==> src/rtl/adder_pkg.sv <==
// Shared sizing constants and helpers for the ripple-carry adder and the
// multiplier datapath that instantiates it.
package adder_pkg;

    localparam int ADDER_DEFAULT_WIDTH = 4;

    // Width of a full, non-wrapping sum of two w-bit unsigned operands.
    function automatic int adder_sum_width(input int w);
        return w + 1;
    endfunction

endpackage

==> src/rtl/adder_full_adder.sv <==
// One-bit full-adder cell; the ripple chain in adder is built from these.
module full_adder (
    input  logic a,
    input  logic b,
    input  logic cin,
    output logic s,
    output logic cout
);

    logic p_s;

    assign p_s  = a ^ b;
    assign s    = p_s ^ cin;
    assign cout = (a & b) | (cin & p_s);

endmodule

==> src/rtl/adder.sv <==
// Unsigned ripple-carry adder with a combinational (WIDTH+1)-bit sum and a
// registered copy qualified by a one-cycle valid flag.
module adder
    import adder_pkg::*;
#(
    parameter int WIDTH = ADDER_DEFAULT_WIDTH,
    localparam int SUM_W = adder_sum_width(WIDTH)
) (
    input  logic             clk,
    input  logic             rst,
    input  logic [WIDTH-1:0] A,
    input  logic [WIDTH-1:0] B,
    input  logic             en,
    output logic [SUM_W-1:0] saida,
    output logic [SUM_W-1:0] saida_q,
    output logic             valid_q,
    output logic             carry_q
);

    logic [WIDTH:0]   carry_s;
    logic [WIDTH-1:0] sum_s;
    logic [SUM_W-1:0] saida_r;
    logic             carry_r;
    logic             valid_r;

    // Kept structural so timing analysis sees every ripple cell on the path.
    assign carry_s[0] = 1'b0;

    for (genvar i = 0; i < WIDTH; i++) begin : g_cell
        full_adder u_fa (
            .a    (A[i]),
            .b    (B[i]),
            .cin  (carry_s[i]),
            .s    (sum_s[i]),
            .cout (carry_s[i+1])
        );
    end

    assign saida = {carry_s[WIDTH], sum_s};

    // Capture register: reset wins over en; valid drops on any idle cycle.
    always_ff @(posedge clk or posedge rst) begin
        if (rst) begin
            saida_r <= {SUM_W{1'b0}};
            carry_r <= 1'b0;
            valid_r <= 1'b0;
        end else if (en) begin
            saida_r <= saida;
            carry_r <= carry_s[WIDTH];
            valid_r <= 1'b1;
        end else begin
            valid_r <= 1'b0;
        end
    end

    assign saida_q = saida_r;
    assign carry_q = carry_r;
    assign valid_q = valid_r;

endmodule

==> config.mk <==
export PLATFORM = sky130hd
export DESIGN_NAME = adder
export DESIGN_NICKNAME = d
export VERILOG_FILES = /design/src/rtl/adder_pkg.sv /design/src/rtl/adder_full_adder.sv /design/src/rtl/adder.sv
export SDC_FILE = /design/constraint.sdc
export NUM_CORES = 1
export LEC_CHECK = 0
export BUFFER_PORTS_ARGS = -buffer_cell sky130_fd_sc_hd__clkbuf_2
export CAP_MARGIN = 20
export CORE_AREA = 10 10 47 49
export DETAILED_ROUTE_END_ITERATION = 10
export DIE_AREA = 0 0 57 59
export SYNTH_ARGS = -nofsm -noshare
export SYNTH_HDL_FRONTEND = slang
export SYNTH_SLANG_ARGS = --single-unit
==> constraint.sdc <==
create_clock -name clk -period 4.5 [get_ports clk]
set_clock_uncertainty 0.05 [all_clocks]
set_input_delay 0.225 -clock clk [delete_from_list [all_inputs] [get_ports clk]]
set_output_delay 0.225 -clock clk [all_outputs]
set_load 0.05 [all_outputs]
==> run metrics <==
outcome completed; CTS Buf Count 3; first-pass GRT wire length 1330 um; initial antenna violation count 0; syn_nets 45; CP Data Arrival Time 2.08 ns; Synth Instances 30; R2R Setup Slk 3.69 ns; Yosys cell types 9; post-DP HPWL 710 um; Hold Startpoint en; sequential element share of the synthesized area 41.2%; site row count 14; RSZ-0062 raised after global routing no; nets@finish 66; most common cell after layout, fill and taps aside clkbuf_2; Power Density 465 nW/um^2; dpl cells 61; Max Freq 0.425 GHz; number of max-cap violations 0; Via density 3.89; later-pin clock latency in the skew report 0.24 ns; mapped cell area 364 sq um; Fin. Hold Viols 0; total global-route track usage 5.18%; core area 1400 sq um; Reg clk slew, reported paths 0.04 ns; CTS Buffer Depth 2; flops & latches, synth 6; Routed WL 816 um; Final min period 2.35 ns; VDD IR max 0.116 mV; r2r endpoint saida_q[0]$_DFFE_PP0P_; Hold Path End valid_q$_DFF_PP0_; # IOs 23; Final ANT Viol Nets 0; TritonCTS clock tree done; routed length per placed instance 12.6 um; # DRC 0; clk root buf clkbuf_4; Starting Density 26.0%; Critical Path End Type primary output; number of global-route vias before repair 320; Antenna Diode Count 0; largest net degree at the start of global routing 9; CP required 4.22 ns; fraction of layout instances using a drive strength above 1 57.1%; final slew viol count 0; Slew HR 81.1%; Fin Setup TNS 0 ns; Die Width 57 um; Min Hold Slack 0.189 ns; CP startpoint A[0]; commonest non-fill, non-tap cells in the layout clkbuf_2, inv_1, dfrtp_1; P_leak 0.272 nW; die area 3360 sq um; Die Ht 59 um; min-delay worst type primary input to flip-flop; CTS resizes 0; global placement routability congestion 0.664; CTS H-tree lvls 1; Synth Warn # 0; Crit Path Class primary input to primary output; Critical Path Fanout Max 2; post-layout util 33.6%; # clock sinks 6; Register-to-Register Path Depth 1; DRT iter0 DRCs 0; vias 253; startpoint type of the worst setup path primary input; synthesis-to-finish area growth 29.2%; router iterations before antenna repair 1; reg2reg start saida_q[0]$_DFFE_PP0P_; Final setup viols 0; Port Buffers 22; grt total ovfl 0; worst hold path depth 1; Tightest Pin Transition 0.284 ns; post-synthesis area per instance 12.1 sq um; period utilisation layout 52.3%; non-filler cells, final 65
layer usage:
| metal | global-route usage, % | wire, um |
|---|---|---|
| met2 | 7.60 | 409 |
| met3 | 3.22 | 74 |
| met4 | 3.02 | 12 |
| met1 | 5.57 | 320 |
| met5 | 0 | 0 |
through the flow:
| step | cell area, sq um | setup slack, ns | total power, mW |
|---|---|---|---|
| 6_report | 470 | 2.15 | 0.219 |
| 4_1_cts | 470 | 2.12 | 0.225 |
| 2_1_floorplan | 364 | 2.37 | 0.157 |
| 5_1_grt | 470 | 2.06 | 0.234 |
| 3_3_place_gp | 438 | 2.12 | 0.170 |
| 3_5_place_dp | 438 | 2.12 | 0.171 |
registers in the layout (all words and copies together), names as in the netlist:
register,flops
saida_q,4
carry_q,1
valid_q,1
report_power, final:
part	switching (mW)	internal, mW
clock	0.0196	0.0302
combinational	0.0758	0.0265
sequential	0.00432	0.0624
total	0.0998	0.119
synth_stat cells (all sizes together):
master  instances  share of area (%)
a21oi           2                2.7
mux2            3                 12
buf             7                 15
ha              1                3.4
nor2            2                2.1
dfrtp           6                 41
fa              3                 16
inv             6                6.2
critical path, cell delays in order:
cell and delay, ns:
clkbuf_2 0.08, ha_1 0.20, fa_1 0.38, fa_1 0.36, inv_1 0.07, fa_1 0.42, inv_1 0.06, clkbuf_2 0.27
area by class of cell:
class,instances,area [sq um]
Sequential cell,6,150
Tap cell,16,20.0
Clock buffer,3,22.5
Timing Repair Buffer,23,120
Fill cell,171,931
Inverter,6,22.5
Multi-Input combinational cell,11,135
cell families (layout without fill, tap and decap cells):
logic type / after synthesis / in the layout / synth area share (%)
fa+ha+maj: 4 / 4 / 19.9
simple gates: 2 / 2 / 2.06
flops: 6 / 6 / 41.2
buf+inv: 13 / 32 / 21.6
mux: 3 / 3 / 12.4
compound gates: 2 / 2 / 2.75
repair_timing:
item	CTS	global route
buffers inserted	0	0
hold buffers	1	0
endpoints found under the hold margin	6	0
worst max path at each step:
stage          endpoint  slack [ns]  depth (start not counted)
2_1_floorplan  saida[3]        2.37                          7
3_3_place_gp   saida[3]        2.12                          8
3_5_place_dp   saida[3]        2.12                          8
4_1_cts        saida[3]        2.12                          8
5_1_grt        saida[3]        2.06                          8
6_report       saida[3]        2.15                          8
No activity file was read; power rests on OpenSTA's default activity.
